$ cat src/rtl/tpu_pkg.sv
// tpu_pkg: opcodes, sequencer states and the packed command record shared by the sequencer files.
// Dims and submat fields are stored at a fixed maximum width so one record type serves every parameter set.
package tpu_pkg;
  localparam logic [2:0] OP_WR_INPUT    = 3'b001;
  localparam logic [2:0] OP_WR_WEIGHT   = 3'b010;
  localparam logic [2:0] OP_LOAD_WEIGHT = 3'b011;
  localparam logic [2:0] OP_MATMUL      = 3'b100;
  localparam logic [2:0] OP_CLEAR       = 3'b111;
  localparam int DIM_MAX_W = 8;
  localparam int SUB_MAX_W = 8;
  typedef enum logic [1:0] {IDLE, ISSUE, STREAM, WAIT_DONE} state_e;
  typedef struct packed {
    logic [2:0]           opcode;
    logic [DIM_MAX_W-1:0] dim_1;
    logic [DIM_MAX_W-1:0] dim_2;
    logic [DIM_MAX_W-1:0] dim_3;
    logic [7:0]           addr_1;
    logic [SUB_MAX_W-1:0] submat_row;
    logic [SUB_MAX_W-1:0] submat_col;
  } tpu_cmd_t;
  function automatic logic op_is_wr(input logic [2:0] op);
    return op == OP_WR_INPUT || op == OP_WR_WEIGHT;
  endfunction
  function automatic logic op_legal(input logic [2:0] op);
    return op_is_wr(op) || op == OP_LOAD_WEIGHT || op == OP_MATMUL || op == OP_CLEAR;
  endfunction
endpackage

$ cat src/rtl/sync_fifo.sv
// sync_fifo: first-word-fall-through synchronous FIFO.
// Ports: clk, reset (sync, active-high), push/wdata, pop/rdata (head), count, full, empty.
// Push when full and pop when empty are ignored; DEPTH must be a power of two.
module sync_fifo #(
  parameter int WIDTH = 8,
  parameter int DEPTH = 4,
  localparam int AW = $clog2(DEPTH),
  localparam int CW = AW + 1
) (
  input  logic             clk,
  input  logic             reset,
  input  logic             push,
  input  logic [WIDTH-1:0] wdata,
  input  logic             pop,
  output logic [WIDTH-1:0] rdata,
  output logic [CW-1:0]    count,
  output logic             full,
  output logic             empty
);
  logic [WIDTH-1:0] mem_q [DEPTH];
  logic [AW-1:0] wr_q, wr_d, rd_q, rd_d;
  logic [CW-1:0] cnt_q, cnt_d;
  logic do_push, do_pop;
  assign full    = cnt_q == CW'(DEPTH);
  assign empty   = cnt_q == '0;
  assign count   = cnt_q;
  assign rdata   = mem_q[rd_q];
  assign do_push = push && !full;
  assign do_pop  = pop && !empty;
  always_comb begin
    wr_d  = wr_q + AW'(do_push);
    rd_d  = rd_q + AW'(do_pop);
    cnt_d = cnt_q + CW'(do_push) - CW'(do_pop);
  end
  always_ff @(posedge clk) begin
    if (do_push) mem_q[wr_q] <= wdata;
  end
  always_ff @(posedge clk) begin
    if (reset) begin
      wr_q  <= '0;
      rd_q  <= '0;
      cnt_q <= '0;
    end else begin
      wr_q  <= wr_d;
      rd_q  <= rd_d;
      cnt_q <= cnt_d;
    end
  end
endmodule

$ cat src/rtl/tpu_cmd_sequencer.sv
// tpu_cmd_sequencer: queues host commands and rows, issues one command at a time to top via start/done.
// Ports: cmd_* command queue in, row_* row queue in, tpu_* command/row buses out, tpu_done/tpu_fifo_ready in,
// busy, sticky err_opcode/err_timeout (cleared by err_clear), cmd_count of completed commands.
// Macro TPU_SEQ_TIMEOUT_EN adds a WAIT_DONE watchdog of TIMEOUT_CYCLES; without it err_timeout is 0.
module tpu_cmd_sequencer
  import tpu_pkg::*;
#(
  parameter int WIDTH_HEIGHT   = 16,
  parameter int DATA_WIDTH     = 8,
  parameter int MAX_MAT_WH     = 128,
  parameter int CMD_DEPTH      = 8,
  parameter int ROW_DEPTH      = 16,
  parameter int TIMEOUT_CYCLES = 1024,
  localparam int DW = $clog2(WIDTH_HEIGHT),
  localparam int SW = $clog2(MAX_MAT_WH / WIDTH_HEIGHT),
  localparam int RW = WIDTH_HEIGHT * DATA_WIDTH
) (
  input  logic          clk,
  input  logic          reset,
  input  logic          cmd_valid,
  output logic          cmd_ready,
  input  logic [2:0]    cmd_opcode,
  input  logic [DW-1:0] cmd_dim_1,
  input  logic [DW-1:0] cmd_dim_2,
  input  logic [DW-1:0] cmd_dim_3,
  input  logic [7:0]    cmd_addr_1,
  input  logic [SW-1:0] cmd_submat_row,
  input  logic [SW-1:0] cmd_submat_col,
  input  logic          row_valid,
  output logic          row_ready,
  input  logic [RW-1:0] row_data,
  input  logic          err_clear,
  output logic          tpu_start,
  output logic [2:0]    tpu_opcode,
  output logic [DW-1:0] tpu_dim_1,
  output logic [DW-1:0] tpu_dim_2,
  output logic [DW-1:0] tpu_dim_3,
  output logic [7:0]    tpu_addr_1,
  output logic [SW-1:0] tpu_submat_row,
  output logic [SW-1:0] tpu_submat_col,
  output logic [RW-1:0] tpu_input_wr_data,
  output logic [RW-1:0] tpu_weight_wr_data,
  input  logic          tpu_done,
  input  logic          tpu_fifo_ready,
  output logic          busy,
  output logic          err_opcode,
  output logic          err_timeout,
  output logic [15:0]   cmd_count
);
  localparam int CCW = $clog2(CMD_DEPTH) + 1;
  localparam int RCW = $clog2(ROW_DEPTH) + 1;
  state_e state_q, state_d;
  tpu_cmd_t cmd_in, cmd_head;
  logic cmd_full, cmd_empty, cmd_pop, row_full, row_empty, row_pop;
  logic [CCW-1:0] cmd_cnt;
  logic [RCW-1:0] row_cnt;
  logic [RW-1:0] row_head;
  logic head_ok, head_go, err_opcode_set, err_opcode_q, err_opcode_d;
  logic [2:0] tpu_opcode_q, tpu_opcode_d;
  logic [DW-1:0] tpu_dim_1_q, tpu_dim_1_d, tpu_dim_2_q, tpu_dim_2_d, tpu_dim_3_q, tpu_dim_3_d, row_idx_q, row_idx_d;
  logic [7:0] tpu_addr_1_q, tpu_addr_1_d;
  logic [SW-1:0] tpu_submat_row_q, tpu_submat_row_d, tpu_submat_col_q, tpu_submat_col_d;
  logic [15:0] cmd_count_q, cmd_count_d;
  assign cmd_in = '{opcode: cmd_opcode, dim_1: DIM_MAX_W'(cmd_dim_1), dim_2: DIM_MAX_W'(cmd_dim_2),
                    dim_3: DIM_MAX_W'(cmd_dim_3), addr_1: cmd_addr_1,
                    submat_row: SUB_MAX_W'(cmd_submat_row), submat_col: SUB_MAX_W'(cmd_submat_col)};
  assign cmd_ready = !cmd_full;
  assign row_ready = !row_full;
  sync_fifo #(.WIDTH($bits(tpu_cmd_t)), .DEPTH(CMD_DEPTH)) u_cmd_fifo (
    .clk(clk), .reset(reset), .push(cmd_valid && cmd_ready), .wdata(cmd_in), .pop(cmd_pop),
    .rdata(cmd_head), .count(cmd_cnt), .full(cmd_full), .empty(cmd_empty)
  );
  sync_fifo #(.WIDTH(RW), .DEPTH(ROW_DEPTH)) u_row_fifo (
    .clk(clk), .reset(reset), .push(row_valid && row_ready), .wdata(row_data), .pop(row_pop),
    .rdata(row_head), .count(row_cnt), .full(row_full), .empty(row_empty)
  );
  // Field bits above the port widths are always zero after zero-extension; any set bit marks a corrupt entry.
  assign head_ok = op_legal(cmd_head.opcode) &&
    {cmd_head.dim_1 >> DW, cmd_head.dim_2 >> DW, cmd_head.dim_3 >> DW,
     cmd_head.submat_row >> SW, cmd_head.submat_col >> SW} == '0;
  // Writes need every row of the tile already queued so STREAM never stalls.
  assign head_go = op_is_wr(cmd_head.opcode) ? 32'(row_cnt) >= 32'(cmd_head.dim_1) + 32'd1 :
                   cmd_head.opcode == OP_MATMUL ? tpu_fifo_ready : 1'b1;
`ifdef TPU_SEQ_TIMEOUT_EN
  localparam int TW = $clog2(TIMEOUT_CYCLES) + 1;
  logic [TW-1:0] wait_q, wait_d;
  logic err_timeout_q, err_timeout_d, timeout_hit;
  assign timeout_hit = state_q == WAIT_DONE && !tpu_done && wait_q == TW'(TIMEOUT_CYCLES - 1);
  assign wait_d = state_q == WAIT_DONE ? wait_q + TW'(1) : '0;
  assign err_timeout_d = timeout_hit | (err_timeout_q & !err_clear);
  assign err_timeout = err_timeout_q;
  always_ff @(posedge clk) begin
    if (reset) begin
      wait_q        <= '0;
      err_timeout_q <= 1'b0;
    end else begin
      wait_q        <= wait_d;
      err_timeout_q <= err_timeout_d;
    end
  end
`else
  assign err_timeout = 1'b0;
`endif
  always_comb begin
    state_d          = state_q;
    cmd_pop          = 1'b0;
    row_pop          = 1'b0;
    err_opcode_set   = 1'b0;
    tpu_opcode_d     = tpu_opcode_q;
    tpu_dim_1_d      = tpu_dim_1_q;
    tpu_dim_2_d      = tpu_dim_2_q;
    tpu_dim_3_d      = tpu_dim_3_q;
    tpu_addr_1_d     = tpu_addr_1_q;
    tpu_submat_row_d = tpu_submat_row_q;
    tpu_submat_col_d = tpu_submat_col_q;
    row_idx_d        = row_idx_q;
    cmd_count_d      = cmd_count_q;
    case (state_q)
      IDLE: if (!cmd_empty) begin
        if (!head_ok) begin
          cmd_pop        = 1'b1;
          err_opcode_set = 1'b1;
        end else if (head_go) begin
          cmd_pop          = 1'b1;
          tpu_opcode_d     = cmd_head.opcode;
          tpu_dim_1_d      = cmd_head.dim_1[DW-1:0];
          tpu_dim_2_d      = cmd_head.dim_2[DW-1:0];
          tpu_dim_3_d      = cmd_head.dim_3[DW-1:0];
          tpu_addr_1_d     = cmd_head.addr_1;
          tpu_submat_row_d = cmd_head.submat_row[SW-1:0];
          tpu_submat_col_d = cmd_head.submat_col[SW-1:0];
          state_d          = ISSUE;
        end
      end
      ISSUE: begin
        row_idx_d = '0;
        state_d   = op_is_wr(tpu_opcode_q) ? STREAM : WAIT_DONE;
      end
      STREAM: begin
        row_pop   = !row_empty;
        row_idx_d = row_idx_q + DW'(1);
        state_d   = row_idx_q == tpu_dim_1_q ? WAIT_DONE : STREAM;
      end
      WAIT_DONE: if (tpu_done) begin
        cmd_count_d = cmd_count_q + 16'd1;
        state_d     = IDLE;
      end
      default: state_d = IDLE;
    endcase
`ifdef TPU_SEQ_TIMEOUT_EN
    if (timeout_hit) state_d = IDLE;
`endif
  end
  assign err_opcode_d       = err_opcode_set | (err_opcode_q & !err_clear);
  assign tpu_start          = state_q == ISSUE;
  assign tpu_input_wr_data  = state_q == STREAM && tpu_opcode_q == OP_WR_INPUT ? row_head : '0;
  assign tpu_weight_wr_data = state_q == STREAM && tpu_opcode_q == OP_WR_WEIGHT ? row_head : '0;
  assign busy               = state_q != IDLE || cmd_cnt != '0;
  assign err_opcode         = err_opcode_q;
  assign cmd_count          = cmd_count_q;
  assign tpu_opcode         = tpu_opcode_q;
  assign tpu_dim_1          = tpu_dim_1_q;
  assign tpu_dim_2          = tpu_dim_2_q;
  assign tpu_dim_3          = tpu_dim_3_q;
  assign tpu_addr_1         = tpu_addr_1_q;
  assign tpu_submat_row     = tpu_submat_row_q;
  assign tpu_submat_col     = tpu_submat_col_q;
  always_ff @(posedge clk) begin
    if (reset) begin
      state_q          <= IDLE;
      err_opcode_q     <= 1'b0;
      tpu_opcode_q     <= '0;
      tpu_dim_1_q      <= '0;
      tpu_dim_2_q      <= '0;
      tpu_dim_3_q      <= '0;
      tpu_addr_1_q     <= '0;
      tpu_submat_row_q <= '0;
      tpu_submat_col_q <= '0;
      row_idx_q        <= '0;
      cmd_count_q      <= '0;
    end else begin
      state_q          <= state_d;
      err_opcode_q     <= err_opcode_d;
      tpu_opcode_q     <= tpu_opcode_d;
      tpu_dim_1_q      <= tpu_dim_1_d;
      tpu_dim_2_q      <= tpu_dim_2_d;
      tpu_dim_3_q      <= tpu_dim_3_d;
      tpu_addr_1_q     <= tpu_addr_1_d;
      tpu_submat_row_q <= tpu_submat_row_d;
      tpu_submat_col_q <= tpu_submat_col_d;
      row_idx_q        <= row_idx_d;
      cmd_count_q      <= cmd_count_d;
    end
  end
endmodule
$ cat config.mk
export PLATFORM = sky130hd
export DESIGN_NAME = tpu_cmd_sequencer
export DESIGN_NICKNAME = d
export VERILOG_FILES = /design/src/rtl/tpu_pkg.sv /design/src/rtl/sync_fifo.sv /design/src/rtl/tpu_cmd_sequencer.sv
export SDC_FILE = /design/constraint.sdc
export NUM_CORES = 2
export LEC_CHECK = 0
export BUFFER_PORTS_ARGS = -buffer_cell sky130_fd_sc_hd__buf_2
export CAP_MARGIN = 20
export CORE_ASPECT_RATIO = 1.1
export CORE_UTILIZATION = 25
export CTS_CLUSTER_DIAMETER = 150
export DETAILED_ROUTE_END_ITERATION = 8
export MAX_ROUTING_LAYER = met4
export PLACE_DENSITY_LB_ADDON = 0.12
export SLEW_MARGIN = 20
export SYNTH_ARGS = -nofsm -noshare
export SYNTH_HDL_FRONTEND = slang
export SYNTH_SLANG_ARGS = --single-unit
export TNS_END_PERCENT = 10
$ cat constraint.sdc
create_clock -name clk -period 15.7 [get_ports clk]
set_input_delay 3.14 -clock clk [delete_from_list [all_inputs] [get_ports clk]]
set_output_delay 3.14 -clock clk [all_outputs]
set_load 0.005 [all_outputs]
==> key figures <==
Status
  • Status: finished clean

Synthesis
  • FF+latch count, synth: 2355
  • Syn nets: 4243
  • Syn Inst Count: 4044
  • Avg Cell Area, Syn: 22.5 µm²
  • Library cells used by synthesis: 49
  • Synth warn: 0
  • Top_reg_cell synth: edfxtp_1
  • EDFF count, synth: 2280
  • Sequential element share of the synthesized area: 77.0%
  • FFs w/ async S/R, synth: 0%
  • Post-Syn Area: 90900 µm²

Clock tree
  • Maximum buffer depth of the clock tree: 4
  • Root Buffer: clkbuf_16
  • CTS buffer count: 281
  • CTS Sinks: 2355
  • CTS clk-pin slew, worst paths: 60 ps
  • Post-CTS repair timing setup buffer count: 0
  • Worst-Skew Late Latency: 880 ps
  • CTS tree: built
  • Post-CTS Hold Fix Bufs: 0
  • # resized after CTS: 0
  • CTS H-tree lvls: 5

Critical path
  • CP Launch Type: register
  • Worst path cell trace: buf_12 -> buf_4 -> buf_4 -> mux4_2 -> mux4_2 -> and2_1 -> buf_2
  • Worst Path Buf+Inv: 4
  • Max incr delay on CP: 990 ps
  • CP Data Arrival Time: 5540 ps
  • Reg2Reg Depth: 19
  • Critical path class: register to primary output
  • R2r startpoint: u_cmd_fifo.rd_q[0]
  • Worst EP required: 12560 ps
  • Family with the most delay on the worst path: buffers and inverters
  • Worst R2R Setup Slack: 10010 ps
  • CP endpoint kind: primary output
  • Critical path fanouts, max: 103
  • Reg2reg end: u_cmd_fifo.count[2]
  • Crit. Startpoint: u_row_fifo.rd_q[1]
  • Slowest-stage cell, CP: dfxtp_4

Route
  • Residual DRC: 0
  • Iter 0 DRT Violations: 2892
  • Detailed-route wire length per cell: 26.8 µm
  • Routed via count: 43000
  • Final wirelength: 260000 µm
  • Routed vias/inst: 4.42
  • DRT Pass-1 Iters: 4
  • Post-route ant nets: 0

Placement
  • Gpl congestion: 0.695
  • Port-buffer cells: 469
  • HPWL after detailed placement: 132000 µm
  • Placed insts: 9164
  • Dpl ws: 7700 ps

Timing
  • Final period util: 55.3%
  • Worst Slack Setup Final: 7020 ps
  • Slew @ Worst Pin: 1120 ps
  • Fin crit period: 8680 ps
  • Slew Limit Headroom: 25.4%
  • Final Hold Violating Endpoints: 0
  • FMAX: 0.115 GHz
  • Max-slew violation count: 0
  • Sum Neg Setup Slack: 0 ps
  • RSZ-0062 raised after global routing: false
  • Final clock skew: 57.1 ps
  • Final count of negative-setup-slack endpoints: 0

Global routing
  • First-pass GRT wire length: 364000 µm
  • Global route overflow: 0
  • Vias in the first global route: 45900
  • GRT Total Usage: 14.5%
  • Antenna violations before repair: 93
  • Largest net degree at the start of global routing: 117

Final layout
  • Sequential Area: 70000 µm²
  • Layout cell share with drive strength beyond 1: 34.7%
  • Area of the multi-input gates: 20100 µm²
  • Fill count: 35100
  • P&R area growth vs syn: 19.4%
  • Layout Nets: 4872
  • Layout Cells excl Fill: 9720

Floorplan
  • Initial Util: 25.2%
  • Row count: 231
  • Core Area: 361000 µm²
  • Die X-Extent: 577 µm
  • DIE HEIGHT: 634 µm
  • Total Die Area: 366000 µm²
  • Ports: 471

Pwr
  • Peak supply drop: 0.0746 mV
  • Leak: 33.7 nW
  • Power density cells: 143 nW/µm²
  • Total power draw: 15.5 mW

Job
  • Max Cap Violations: 0

Min path
  • Worst Hold End: err_opcode
  • Worst Hold Launch: err_opcode
  • Hold Path Cell Cnt: 2
  • Hold crit path type: register to register
==> where the power goes <==
| group | switching [mW] | total [mW] | leakage, nW | internal [mW] |
|---|---|---|---|---|
| clock | 2.57 | 6.30 | 4.33 | 3.73 |
| sequential | 0.0967 | 7.24 | 21.2 | 7.14 |
| combinational | 1.14 | 1.96 | 8.15 | 0.825 |
==> stage by stage <==
step | utilization, % | hold slack, ps | area (µm²)
6_report | 30.1 | 479 | 108000
3_5_place_dp | 27.6 | 465 | 99400
2_1_floorplan | - | 466 | 90900
4_1_cts | 30.0 | 482 | 108000
5_1_grt | 30.1 | 525 | 108000
3_3_place_gp | 27.6 | 468 | 99400
==> logic make-up after synthesis <==
family                     after synthesis  synth area share, %
AOI/OAI and AO/OA                      143                 1.01
xor gates and xnor gates                33                0.318
adders and majority gates               35                0.499
buffers and inverters                  243                 1.08
DFF                                   2355                 77.0
muxes                                  784                 17.6
other                                    1              0.00413
and+or+nand+nor                        450                 2.46
==> sequential cells by signal, summed over array words and instances, names as in the netlist, 2 cells and up <==
| signal | count |
|---|---|
| u_cmd_fifo.wr_q | 3 |
| tpu_opcode | 3 |
| u_row_fifo.mem_q | 2048 |
| cmd_count | 16 |
| u_cmd_fifo.mem_q | 232 |
| u_row_fifo.rd_q | 4 |
| u_cmd_fifo.count | 4 |
| u_row_fifo.count | 5 |
| tpu_dim_2 | 4 |
| tpu_addr_1 | 8 |
| tpu_submat_row | 3 |
| u_row_fifo.wr_q | 4 |
| state_q | 2 |
| row_idx_q | 4 |
| u_cmd_fifo.rd_q | 3 |
| tpu_dim_1 | 4 |
| tpu_dim_3 | 4 |
| tpu_submat_col | 3 |
==> layout make-up <==
class / count / area share (%)
clock buffer: 354 / 6.98
inverter: 25 / 0.0865
antenna: 51 / 0.118
multi-input combinational: 1446 / 18.5
tap: 4776 / 5.51
sequential: 2355 / 64.5
timing repair buffer: 564 / 3.04
clock inverter: 149 / 1.19
==> cells in the final DEF (no fill, tap or decap), drive strengths merged, types with 27 or more instances in the layout <==
| master | netlist | final |
|---|---|---|
| a211oi | 27 | 27 |
| a21oi | 68 | 68 |
| and2 | 152 | 152 |
| buf | 97 | 564 |
| clkbuf | 121 | 354 |
| clkinv | 0 | 112 |
| dfxtp | 75 | 75 |
| diode | 0 | 51 |
| edfxtp | 2280 | 2280 |
| ha | 33 | 33 |
| inv | 25 | 37 |
| mux2 | 56 | 56 |
| mux2i | 84 | 84 |
| mux4 | 644 | 644 |
| nand2 | 42 | 42 |
| nor2 | 187 | 187 |
| o21ai | 36 | 36 |
==> tightest hold or removal path: stages, from the launching register on <==
cell,delay (ps)
dfxtp_1,310
nand2b_1,70
a21oi_1,60
==> worst max path at each step <==
| stage | endpoint | slack, ps | cells after the start |
|---|---|---|---|
| 2_1_floorplan | u_row_fifo.mem_q[0][0] | 2350 | 4 |
| 3_3_place_gp | tpu_weight_wr_data[93] | 7720 | 7 |
| 3_5_place_dp | tpu_weight_wr_data[93] | 7700 | 7 |
| 4_1_cts | tpu_weight_wr_data[93] | 6780 | 7 |
| 5_1_grt | tpu_input_wr_data[90] | 6630 | 8 |
| 6_report | tpu_weight_wr_data[109] | 7020 | 7 |
==> cells in the mapped netlist, drive strengths merged (2+ instances only) <==
cell type | instances | area, µm²
a211oi | 27 | 298
a21o | 3 | 22.5
a21oi | 68 | 340
a31oi | 2 | 12.5
and2 | 152 | 951
and3 | 2 | 12.5
and4 | 2 | 17.5
buf | 97 | 429
clkbuf | 121 | 454
dfxtp | 75 | 1500
edfxtp | 2280 | 68500
fa | 2 | 40.0
ha | 33 | 413
inv | 25 | 93.8
mux2 | 56 | 631
mux2i | 84 | 866
mux4 | 644 | 14500
nand2 | 42 | 158
nand2b | 11 | 68.8
nand3 | 17 | 85.1
nand3b | 5 | 37.5
nor2 | 187 | 702
nor2b | 10 | 62.6
nor3 | 10 | 50.1
nor3b | 2 | 15.0
nor4b | 2 | 17.5
o21a | 2 | 15.0
o21ai | 36 | 180
or3 | 3 | 18.8
xnor2 | 12 | 105
xor2 | 21 | 184
==> layer usage <==
metal  up-vias  GRT usage, %  wire [µm]
li1      18200             -          -
met1     23400          18.7     114000
met2      1028          23.3     125000
met3       356          3.42      15900
met4         0          2.97       5050
met5         -             -          0
No activity file was read; power rests on OpenSTA's default activity.
